**src/rtl/gp_regfile_param.sv**
```systemverilog
// rtl/gp_regfile_param.sv - parametrised GP register file with half-word aliasing, forwarding and busy scoreboard
//
// Purpose:
//   NREGS x WIDTH general-purpose register file. Every register can be
//   accessed as a full word, as its low half or as its high half. The halves
//   alias the same storage. There are two independent registered read ports
//   and one write port. A same-cycle write to the register being read is
//   forwarded into the read result. A per-register busy scoreboard tracks
//   pending writebacks for the control unit.
//
// Parameters:
//   WIDTH  register width in bits (even, >= 4); HW = WIDTH/2
//   NREGS  number of registers (>= 2)
//   AW     address width, derived from NREGS
//
// Ports:
//   clk, reset                  clock, synchronous active-high reset
//   wr_en, wr_addr, wr_mode,    write port; mode 00 full, 01 low half,
//   wr_data                     10 high half, 11 ignored
//   rd_en_x, rd_addr_x,         read port request (x = a, b); mode 11 reads
//   rd_mode_x                   as a full word
//   rd_data_x, rd_valid_x,      registered read result, valid strobe,
//   rd_busy_x, rd_err_x         scoreboard bit and out-of-range flag
//   busy_set, busy_addr         mark a register as having a pending write
//   busy_vec                    current scoreboard
//
// All outputs are registered; there is no combinational input-to-output path.

module gp_regfile_param #(
   parameter int WIDTH = 20,
   parameter int NREGS = 6,
   localparam int AW = (NREGS > 1) ? $clog2(NREGS) : 1
) (
   input  logic             clk,
   input  logic             reset,

   input  logic             wr_en,
   input  logic [AW-1:0]    wr_addr,
   input  logic [1:0]       wr_mode,
   input  logic [WIDTH-1:0] wr_data,

   input  logic             rd_en_a,
   input  logic [AW-1:0]    rd_addr_a,
   input  logic [1:0]       rd_mode_a,
   output logic [WIDTH-1:0] rd_data_a,
   output logic             rd_valid_a,
   output logic             rd_busy_a,
   output logic             rd_err_a,

   input  logic             rd_en_b,
   input  logic [AW-1:0]    rd_addr_b,
   input  logic [1:0]       rd_mode_b,
   output logic [WIDTH-1:0] rd_data_b,
   output logic             rd_valid_b,
   output logic             rd_busy_b,
   output logic             rd_err_b,

   input  logic             busy_set,
   input  logic [AW-1:0]    busy_addr,
   output logic [NREGS-1:0] busy_vec
);

   localparam int HW = WIDTH / 2;

   // NREGS in an address-sized-plus-one vector so range checks never truncate
   localparam logic [AW:0] NREGS_L = (AW + 1)'(NREGS);

   localparam logic [1:0] MODE_FULL = 2'b00;
   localparam logic [1:0] MODE_LOW  = 2'b01;
   localparam logic [1:0] MODE_HIGH = 2'b10;

   // Storage
   logic [WIDTH-1:0] regs [NREGS];

   // Apply a write of the given mode on top of the old register contents.
   // Both half modes take their payload from the low half of the write data.
   function automatic logic [WIDTH-1:0] merge_write(
      input logic [WIDTH-1:0] old_val,
      input logic [1:0]       mode,
      input logic [WIDTH-1:0] data
   );
      logic [WIDTH-1:0] res;
      res = old_val;
      case (mode)
         MODE_FULL: res = data;
         MODE_LOW:  res = {old_val[WIDTH-1:HW], data[HW-1:0]};
         MODE_HIGH: res = {data[HW-1:0], old_val[HW-1:0]};
         default:   res = old_val;
      endcase
      return res;
   endfunction

   // Select the requested view of a register; half views are zero-extended
   // into the low half of the result. Mode 11 falls through to a full read.
   function automatic logic [WIDTH-1:0] select_view(
      input logic [WIDTH-1:0] val,
      input logic [1:0]       mode
   );
      logic [WIDTH-1:0] res;
      case (mode)
         MODE_LOW:  res = {{HW{1'b0}}, val[HW-1:0]};
         MODE_HIGH: res = {{HW{1'b0}}, val[WIDTH-1:HW]};
         default:   res = val;
      endcase
      return res;
   endfunction

   // ------------------------------------------------------------------
   // Write decode
   // ------------------------------------------------------------------
   logic             wr_in_range;
   logic             wr_valid;
   logic [WIDTH-1:0] wr_merged;

   always_comb begin
      wr_in_range = ({1'b0, wr_addr} < NREGS_L);
      wr_valid    = wr_en && wr_in_range && (wr_mode != 2'b11);
      wr_merged   = '0;
      if (wr_in_range) begin
         wr_merged = merge_write(regs[wr_addr], wr_mode, wr_data);
      end
   end

   // ------------------------------------------------------------------
   // Read ports: next-state values for the registered outputs
   // ------------------------------------------------------------------
   logic             a_in_range, a_fwd;
   logic [WIDTH-1:0] a_src, a_data_n;
   logic             a_busy_n;

   logic             b_in_range, b_fwd;
   logic [WIDTH-1:0] b_src, b_data_n;
   logic             b_busy_n;

   always_comb begin
      a_in_range = ({1'b0, rd_addr_a} < NREGS_L);
      // Forward the merged value so the read sees this cycle's write
      a_fwd      = wr_valid && (wr_addr == rd_addr_a);
      a_src      = '0;
      a_data_n   = '0;
      a_busy_n   = 1'b0;
      if (a_in_range) begin
         a_src    = a_fwd ? wr_merged : regs[rd_addr_a];
         a_data_n = select_view(a_src, rd_mode_a);
         // A forwarded write is the writeback itself, so it is no longer pending
         a_busy_n = busy_vec[rd_addr_a] && !a_fwd;
      end
   end

   always_comb begin
      b_in_range = ({1'b0, rd_addr_b} < NREGS_L);
      b_fwd      = wr_valid && (wr_addr == rd_addr_b);
      b_src      = '0;
      b_data_n   = '0;
      b_busy_n   = 1'b0;
      if (b_in_range) begin
         b_src    = b_fwd ? wr_merged : regs[rd_addr_b];
         b_data_n = select_view(b_src, rd_mode_b);
         b_busy_n = busy_vec[rd_addr_b] && !b_fwd;
      end
   end

   // ------------------------------------------------------------------
   // Scoreboard next state: write clears first, set applied last so a
   // same-cycle set wins over the clear.
   // ------------------------------------------------------------------
   logic             busy_in_range;
   logic [NREGS-1:0] busy_next;

   always_comb begin
      busy_in_range = ({1'b0, busy_addr} < NREGS_L);
      busy_next     = busy_vec;
      if (wr_valid) begin
         busy_next[wr_addr] = 1'b0;
      end
      if (busy_set && busy_in_range) begin
         busy_next[busy_addr] = 1'b1;
      end
   end

   // ------------------------------------------------------------------
   // State
   // ------------------------------------------------------------------
   always_ff @(posedge clk) begin
      if (reset) begin
         for (int i = 0; i < NREGS; i++) begin
            regs[i] <= '0;
         end
         busy_vec   <= '0;
         rd_data_a  <= '0;
         rd_valid_a <= 1'b0;
         rd_busy_a  <= 1'b0;
         rd_err_a   <= 1'b0;
         rd_data_b  <= '0;
         rd_valid_b <= 1'b0;
         rd_busy_b  <= 1'b0;
         rd_err_b   <= 1'b0;
      end else begin
         if (wr_valid) begin
            regs[wr_addr] <= wr_merged;
         end
         busy_vec <= busy_next;

         // Result fields hold their last value while the port is idle
         rd_valid_a <= rd_en_a;
         if (rd_en_a) begin
            rd_data_a <= a_data_n;
            rd_busy_a <= a_busy_n;
            rd_err_a  <= !a_in_range;
         end

         rd_valid_b <= rd_en_b;
         if (rd_en_b) begin
            rd_data_b <= b_data_n;
            rd_busy_b <= b_busy_n;
            rd_err_b  <= !b_in_range;
         end
      end
   end

endmodule

```
**config.mk**
```make
export PLATFORM = sky130hd
export DESIGN_NAME = gp_regfile_param
export DESIGN_NICKNAME = d
export VERILOG_FILES = /design/src/rtl/gp_regfile_param.sv
export SDC_FILE = /design/constraint.sdc
export NUM_CORES = 1
export LEC_CHECK = 0
export ABC_CLOCK_PERIOD_IN_PS = 3550
export CAP_MARGIN = 10
export CORE_ASPECT_RATIO = 0.7
export CORE_UTILIZATION = 45
export CTS_CLUSTER_SIZE = 24
export DETAILED_ROUTE_END_ITERATION = 8
export SETUP_SLACK_MARGIN = 0.2
export SLEW_MARGIN = 10
export SYNTH_ARGS = -nofsm -noshare
export SYNTH_HDL_FRONTEND = slang
export SYNTH_SLANG_ARGS = --single-unit
```
**constraint.sdc**
```tcl
create_clock -name clk -period 3.55 [get_ports clk]
set_clock_uncertainty 0.15 [all_clocks]
set_input_delay 0.355 -clock clk [delete_from_list [all_inputs] [get_ports clk]]
set_output_delay 0.355 -clock clk [all_outputs]
set_load 0.05 [all_outputs]
```
======== After elaboration in Yosys (flattened, before gate mapping) ========
Memory sizes are Yosys's and may differ from the RTL's.
Index checks and enable logic that the tools add are counted.
Widths: inputs -> output; s select.
operators by class
  mux-type cells .......................... 28
  equality and inequality tests ........... 9
  order comparisons ....................... 10
  bitwise operators ....................... 3
  reductions and logical operators ........ 15
operators by type and width
  operator            number
  $mux 20             6
  $pmux 20 s2         2
  $pmux 20 s3         1
  $reduce_or 20->1    1
  $lt 3x4->1 const B  4
  $lt 3x3->1 const B  4
  $mux 1              12
  $mux 6              2
  $logic_and 1x1->1   9
  $and 6x6->6         1
  $bmux 1 s3          2
  $demux 1 s3         2
  $eq 2x1->1 const B  3
  $eq 2x2->1 const B  3
  $eq 3x3->1          2
  $ge 3x1->1 const B  2
  $not 6->6           1
  $or 6x6->6          1
  $logic_not 1->1     4
  $mux 3              1
  $logic_not 2->1     1
  $ne 2x2->1 const B  1
storage, ports and cells
  flip-flop bits (word level) ............. 52
  bits of input ports ..................... 44
  memories kept ........................... 1
  RAM bits ................................ 120
memories
  name  depth  bits a word  rd ports  clocked after memory_dff  wr ports  RTL line  text
  regs  6      20           3         0                         6         73        logic [WIDTH-1:0] regs [NREGS];

======== Longest topological paths before layout ========
Gate-level depths: netlist of run 1.
  depth in word-level cells ............... 9
  depth in mapped cells ................... 10
  mapped depth without buffers ............ 7

======== Least setup slack after synthesis of run 1 ========
OpenSTA, ideal clock, no wires.
  kind .................................... input port to flip-flop
  start ................................... in wr_addr[0]
  end ..................................... mem regs[5][0], enable pin
  data required time ...................... 2.969 ns
  cell stages on the path ................. 5
  slack ................................... 0.407 ns
  library setup time ...................... 0.431 ns
  arrival ................................. 2.563 ns
  buffers on the path ..................... 3
  path through ............................ buf_4 buf_4 buf_4 inv_1 o31ai_1
RTL lines
  what             RTL line  text
  start, declared  38        input logic [AW-1:0] wr_addr,
  end, declared    73

======== Final worst setup path of run 1 ========
  start ................................... in wr_addr[0]
  end ..................................... reg rd_data_a[3]
on the way
  word-level cells in the longest chain between the ends .. 7
RTL lines
  what                                                                  RTL line  text
  parallel branches: the longest is 4 deep, another holds $mem_v2 6x20  n/a
  $mux 20 (*)                                                           143       a_src = a_fwd ? wr_merged : regs[rd_addr_a];
  $pmux 20 s2 (*)                                                       100       case (mode)
  $mux 20 (*)                                                           142       if (a_in_range) begin
  end signal, assigned                                                  207       rd_data_a <= a_data_n;
  end, declared                                                         45        output logic [WIDTH-1:0] rd_data_a,
Every way passes the cells marked *.
A chain may end at the register's enable or synchronous reset.

==> flow_summary.yaml, run 1 <==
sta:
  tns_ns: 0
  hold_violations: 0
  finalCriticalPeriod_ns: 2.738
  fmax_ghz: 0.3653
  slew_headroom_pct: 32.66
  slew_viol_final: 0
  post-route-period-util_pct: 77.11
  hold_ws_ns: 0.3026
  rsz0062_at_grt: "false"
  finalSetupViolations: 0
  worst_pin_slew_ns: 1.005
  setup_ws_ns: 0.8125
yosys:
  yosys_warnings: 0
  syn_area_per_cell_um2: 11.58
  ys_types: 64
  synth_seq_cells: 212
  yosys_most_used_dff: "edfxtp_1"
  syn-instance-count: 1044
  yosysSeqAreaShare_pct: 48.34
  syn_area_um2: 12090
  async_flop_share_pct: 0
  synth_edf_count: 160
power_and_ir_drop:
  p_sw_share_pct: 27.48
  vdd_ir_drop_max_mv: 0.3949
  combPwrFrac_pct: 17.5
  seqPwrFrac_pct: 45.5
  clkPwrFrac_pct: 37.1
  switchingPower_uw: 1738
  p_int_uw: 4588
  power_leakage_uw: 0.005381
  powerDensity_nw_per_um2: 439.2
grt:
  antenna_found_initial: 2
  grt_pass1_wl_um: 60150
  track_usage_pct: 30.02
  grt-ovfl-total: 0
  grt_pass1_vias: 9179
  grt_max_degree: 39
finish:
  final_common_cell: "edfxtp_1"
  drive_gt1_share_pct: 19.65
  nets: 1223
  layoutNonFillerInstCount: 1548
  area_growth_pct: 19.12
  diodes: 0
  final_cell_mix: "edfxtp_1, nor2_1, nand2_1"
  design_area_um2: 14410
setup_path:
  crit_slowest_cell: "buf_2"
  crit_fanout: 34
  max_stage_delay_ns: 0.68
  path_cells: "buf_2 -> buf_4 -> mux2i_1 -> o221ai_1 -> a21oi_1 -> nor3_1 -> o21ai_0 -> o211ai_1"
  arrival_ns: 2.96
  critPathRequiredTime_ns: 3.77
  crit_type: "input pin to flop"
  startpoint_type: "input pin"
  endpoint_kind: "flop"
placement:
  port_buffers: 95
  gp_congestion: 0.9344
  placed_area_um2: 13690
  dp.cells: 1508
  hpwl_um: 28760
  preCtsSetupSlack_ns: 0.4130
clocking:
  cts_tree: "built"
  post_cts_buffers: 0
  clock_sinks: 212
  cts_buffers: 22
  htree_levels: 1
  clock_path_buffers: 3
  clock_latency_ns: 0.53
  clockRootBuffer: "clkbuf_16"
  cts_hold_buf: 0
  clk_pin_slew_ns: 0.06
  cts_resized: 0
route:
  first_pass_iters: 6
  routed_wl_um: 40770
  num_vias: 9668
  drtIter0Drc: 1322
  viasPerCell: 6.245
  wl_per_cell_um: 26.33
  drcViolationCount: 0
  drtAntennaViolNets: 0
die:
  fp.dieH_um: 139.2
  pin_count: 96
  initial_core_util_pct: 46.41
  rows: 49
  die_w_um: 197.9
  coreArea_um2: 26060
  dieArea_um2: 27540
job:
  cap_violations: 0
outcome:
  status: "finished clean"
min_path:
  hp-class: "flop to flop"
registers in the layout (all words and copies together) (netlist names):
signal	cells
busy_vec	6
rd_busy_a	1
rd_busy_b	1
rd_data_a	20
rd_data_b	20
rd_err_a	1
rd_err_b	1
rd_valid_a	1
rd_valid_b	1
regs	160
cell families after synthesis:
family / count (synthesis) / synth area share (%)
adder cells (fa/ha/maj): 4 / 0.4139
AND/OR/NAND/NOR: 329 / 12.39
XOR/XNOR: 4 / 0.2898
AO/OA/AOI/OAI: 193 / 10.52
buffers and inverters: 133 / 5.246
multiplexers: 168 / 22.77
flip-flops: 212 / 48.34
other: 1 / 0.03101
critical path, delay by kind of cell:
family | cells | cell delay [ns]
AND/OR/NAND/NOR | 1 | 0.10
AO/OA/AOI/OAI | 4 | 1.09
multiplexers | 1 | 0.35
buffers and inverters | 2 | 1.04
path summary, 6_finish.rpt:
kind / startpoint / to / slack [ns] / cells after the start
hold / removal: rd_data_b[14] / rd_data_b[14] / 0.30 / 2
hold reg to reg: rd_data_b[14] / rd_data_b[14] / 0.30 / 2
setup reg to reg: regs[5][3] / rd_data_a[3] / 1.36 / 6
setup / recovery: wr_addr[0] / rd_data_a[3] / 0.81 / 8
through the flow:
stage	util (%)	total power, uW
2_1_floorplan	-	3588
3_3_place_gp	52.54	3996
3_5_place_dp	52.54	4001
4_1_cts	55.28	6338
5_1_grt	55.28	6523
6_report	55.28	6327
layout make-up:
class	instances	area, um^2
clock inverter	8	92.59
clock buffer	32	623.1
inverter	47	176.4
fill	2265	11650
sequential	212	5846
multi-input combinational	738	5792
timing repair buffer	154	1429
tap	357	446.7
power groups by stage:
| stage | clock network, uW | registers, uW | logic [uW] |
|---|---|---|---|
| 5_1_grt | 2470 | 2890 | 1160 |
| 3_3_place_gp | 0 | 2920 | 1070 |
| 2_1_floorplan | 0 | 2990 | 597 |
| 4_1_cts | 2380 | 2870 | 1080 |
| 6_report | 2350 | 2880 | 1100 |
| 3_5_place_dp | 0 | 2920 | 1080 |
cell usage after synthesis, types with 18 or more instances:
cell      number  share of area, %
a21oi_1       40               1.7
clkbuf_1      36               1.1
buf_2         27               1.1
mux2_2        23               2.1
dfxtp_1       52               8.6
edfxtp_1     160                40
o211ai_1      18               1.1
nor2_1       135               4.2
o21ai_0       46               1.9
mux4_2        83                15
mux2i_1       61               5.0
inv_1         45               1.4
nand2_1       93               2.9
metal layers:
| metal | routed length [um] | GRT usage (%) | up-vias |
|---|---|---|---|
| met5 | 12 | 0 | - |
| met2 | 16820 | 42.20 | 635 |
| met3 | 5412 | 8.463 | 86 |
| met1 | 17490 | 45.36 | 4785 |
| li1 | - | - | 4160 |
| met4 | 1035 | 7.303 | 2 |
No activity file was read; power rests on OpenSTA's default activity.
==> run 2: changes to the inputs <==
Settings changed: ABC_CLOCK_PERIOD_IN_PS 3550 to 2600.
Clock period 3.55 ns to 2.6 ns, I/O delays scaled along.
==> flow_summary.yaml, run 2 (synthesized netlist as in run 1, its figures left out) <==
clocking:
  cts_tree: "built"
  cts_hold_buf: 0
  clock_path_buffers: 3
  clock_sinks: 212
  post_cts_buffers: 0
  cts_buffers: 23
  cts_resized: 0
  htree_levels: 1
  clock_latency_ns: 0.54
  clockRootBuffer: "clkbuf_16"
  clk_pin_slew_ns: 0.06
grt:
  antenna_found_initial: 0
  grt-ovfl-total: 0
  grt_max_degree: 22
  grt_pass1_wl_um: 60380
  track_usage_pct: 30.05
  grt_pass1_vias: 9496
placement:
  gp_congestion: 0.9589
  port_buffers: 95
  hpwl_um: 29860
route:
  drcViolationCount: 0
  wl_per_cell_um: 25.21
  num_vias: 9817
  drtIter0Drc: 961
  first_pass_iters: 5
  viasPerCell: 6.008
  routed_wl_um: 41200
  drtAntennaViolNets: 0
outcome:
  status: "finished clean"
setup_path:
  crit_slowest_cell: "nor3_2"
  endpoint_kind: "flop"
  startpoint_type: "input pin"
  crit_fanout: 13
  crit_type: "input pin to flop"
  path_cells: "clkdlybuf4s50_1 -> buf_4 -> and2_1 -> nor3_2 -> nand2_1 -> nor2_1"
  critPathRequiredTime_ns: 2.82
  arrival_ns: 2.49
  max_stage_delay_ns: 0.70
sta:
  slew_viol_final: 0
  finalCriticalPeriod_ns: 2.270
  finalSetupViolations: 0
  tns_ns: 0
  hold_ws_ns: 0.2173
  slew_headroom_pct: 39.23
  worst_pin_slew_ns: 0.9066
  hold_violations: 0
  fmax_ghz: 0.4405
  post-route-period-util_pct: 87.32
  rsz0062_at_grt: "false"
die:
  die_w_um: 197.9
  dieArea_um2: 27540
  initial_core_util_pct: 46.41
  pin_count: 96
  coreArea_um2: 26060
  fp.dieH_um: 139.2
  rows: 49
finish:
  reg.largest.list: "regs (160), rd_data_a (20), rd_data_b (20)"
  final_common_cell: "edfxtp_1"
  drive_gt1_share_pct: 24.98
  area_growth_pct: 25.78
  largest_register: "regs"
  nFillCells: 2192
  largest_reg_flops: 160
  final_cell_mix: "edfxtp_1, nor2_1, buf_4"
  diodes: 0
  nets: 1308
power_and_ir_drop:
  vdd_ir_drop_max_mv: 0.5409
  powerDensity_nw_per_um2: 583.5
  power_leakage_uw: 0.005846
job:
  cap_violations: 0
min_path:
  hp-class: "input pin to flop"
run 2: cell count changes in the layout (fill, tap and decap cells not counted), moves of 2 or more:
cell,delta
buf_4,+73
clkbuf_2,+2
clkinv_2,-3
clkinv_1,+2
buf_12,+11
run 2: final timing paths:
path	startpoint	endpoint	depth (start not counted)	slack (ns)
setup / recovery	wr_addr[2]	regs[1][9]	6	0.33
hold / removal	rd_addr_b[2]	rd_err_b	4	0.22
setup reg to reg	regs[0][16]	regs[7][16]	4	0.53
hold reg to reg	rd_data_a[15]	rd_data_a[15]	2	0.30
run 2: critical path, delay by kind of cell:
kind	cells	cell delay (ns)
buf+inv	2	0.74
simple gates	4	1.48
run 2: layer usage:
metal  vias up  global-route usage, %  share of wire (%)
met2       560                  45.18                 44
met3        64                  6.615                 10
met4         0                  7.752                2.4
li1       4328                      -                  -
met5         -                      0                  0
met1      4865                  43.92                 43
run 2: through the flow:
stage,cells,area (um^2),setup WS [ns],utilization (%),power (uW)
after detailed placement,1592,14460,-0.09293,55.49,5589
after floorplan,1083,12260,0.1759,-,4899
final,1634,15210,0.3297,58.38,8875
after global routing,1634,15210,0.2342,58.38,9134
after global placement,1592,14460,-0.07313,55.49,5572
after CTS,1634,15210,0.3696,58.38,8877
run 2: final cells by class:
| class | count | area [um^2] | share of cell area [%] |
|---|---|---|---|
| Sequential cell | 212 | 5846 | 38.43 |
| Multi-Input combinational cell | 738 | 5792 | 38.08 |
| Timing Repair Buffer | 238 | 2197 | 14.44 |
| Clock buffer | 34 | 660.6 | 4.343 |
| Tap cell | 357 | 446.7 | 2.937 |
| Inverter | 47 | 176.4 | 1.160 |
| Clock inverter | 8 | 92.59 | 0.6087 |
run 2: power by group:
| group | total, uW | switching (uW) | internal [uW] |
|---|---|---|---|
| combinational | 1630 | 926 | 700 |
| clock | 3320 | 1360 | 1960 |
| sequential | 3920 | 114 | 3810 |
| total | 8880 | 2410 | 6470 |
==> run 3: changes to the inputs <==
Settings changed: CTS_BUF_LIST set to sky130_fd_sc_hd__clkbuf_8 sky130_fd_sc_hd__clkbuf_16.
==> flow_summary.yaml, run 3 (synthesized netlist as in run 1, its figures left out) <==
clocking:
  cts_hold_buf: 0
  clockRootBuffer: "clkbuf_16"
  cts_buffers: 23
  htree_levels: 1
  clock_path_buffers: 3
  post_cts_buffers: 0
  clock_latency_ns: 0.54
  cts_resized: 0
  clock_sinks: 212
  clk_pin_slew_ns: 0.06
  cts_tree: "built"
setup_path:
  crit_type: "input pin to flop"
  arrival_ns: 2.34
  startpoint_type: "input pin"
  critPathRequiredTime_ns: 2.71
  crit_fanout: 8
  endpoint_kind: "flop"
sta:
  slew_viol_final: 0
  rsz0062_at_grt: "false"
  post-route-period-util_pct: 85.82
  fmax_ghz: 0.4482
  finalCriticalPeriod_ns: 2.231
  hold_violations: 0
  worst_pin_slew_ns: 0.8808
  slew_headroom_pct: 40.96
  finalSetupViolations: 0
  setup_ws_ns: 0.3687
  tns_ns: 0
route:
  wl_per_cell_um: 25.21
  met3_length_um: 4393
  drcViolationCount: 0
  viasPerCell: 6.015
  num_vias: 9828
  drtAntennaViolNets: 0
  routed_wl_um: 41200
  drtIter0Drc: 980
  wl_met2_um: 18060
  highest_layer: "met4"
  routedLengthMet1_um: 17750
  first_pass_iters: 8
die:
  initial_core_util_pct: 46.41
  fp.dieH_um: 139.2
  pin_count: 96
  die_w_um: 197.9
  dieArea_um2: 27540
  rows: 49
  coreArea_um2: 26060
min_path:
  hp-class: "input pin to flop"
finish:
  final_cell_mix: "edfxtp_1, nor2_1, buf_4"
  diodes: 0
  drive_gt1_share_pct: 24.82
  final_common_cell: "edfxtp_1"
  reg.largest.list: "regs (160), rd_data_a (20), rd_data_b (20)"
  largest_register: "regs"
  largest_reg_flops: 160
  layoutNonFillerInstCount: 1634
  area_growth_pct: 25.76
  nets: 1308
placement:
  preCtsSetupSlack_ns: -0.09293
  dp.cells: 1592
  gp_congestion: 0.9589
  hpwl_um: 29860
  port_buffers: 95
grt:
  track_usage_pct: 30.04
  antenna_found_initial: 0
  grt_pass1_wl_um: 60380
  grt_max_degree: 22
  grt_pass1_vias: 9500
  grt-ovfl-total: 0
job:
  cap_violations: 0
power_and_ir_drop:
  power.total_uw: 8849
  vdd_ir_drop_max_mv: 0.5415
  powerDensity_nw_per_um2: 581.9
  power_leakage_uw: 0.005873
outcome:
  status: "finished clean"
## run 3: changes by cell type in the layout (fill, tap and decap cells not counted), sizes merged
cell / before / now
clkbuf: 34 / 26
inv: 49 / 57
## run 3: area by class of cell
cell class | instances | area (um^2)
Fill cell | 2194 | 10850
Sequential cell | 212 | 5846
Multi-Input combinational cell | 738 | 5792
Timing Repair Buffer | 238 | 2197
Clock buffer | 26 | 628.1
Tap cell | 357 | 446.7
Inverter | 47 | 176.4
Clock inverter | 16 | 122.6
## run 3: routing by layer
metal	vias to the layer above	track usage, %
li1	4330	-
met1	4865	43.92
met2	565	45.18
met3	68	6.590
met4	0	7.752
met5	-	0
## run 3: worst max-delay path, stage by stage
cell and delay [ns]:
clkdlybuf4s50_1 0.49, buf_4 0.19, buf_4 0.15, inv_2 0.19, a211oi_1 0.10, a2111oi_0 0.51
or3_1 0.33, inv_1 0.10
## run 3: metrics by stage
step / hold WS, ns / cell area (um^2) / utilization (%)
after global placement: 0.2878 / 14460 / 55.49
after floorplan: 0.2043 / 12260 / -
after detailed placement: 0.2971 / 14460 / 55.49
final: 0.2225 / 15210 / 58.37
after CTS: 0.2113 / 15210 / 58.37
after global routing: 0.2354 / 15210 / 58.37
## run 3: final timing paths
kind                 startpoint            end  slack (ns)  cells after the start
setup / recovery     wr_addr[2]    regs[7][15]        0.37                      8
setup reg to reg    regs[0][16]    regs[7][16]        0.54                      4
hold / removal     rd_addr_b[2]       rd_err_b        0.22                      4
hold reg to reg   rd_data_b[14]  rd_data_b[14]        0.31                      2
## run 3: where the power goes
group	switching (uW)	leakage, uW	total (uW)	internal [uW]
clock	1380	0.000401	3300	1920
combinational	926	0.00339	1630	700
sequential	114	0.00208	3920	3810
total	2420	0.00587	8850	6430
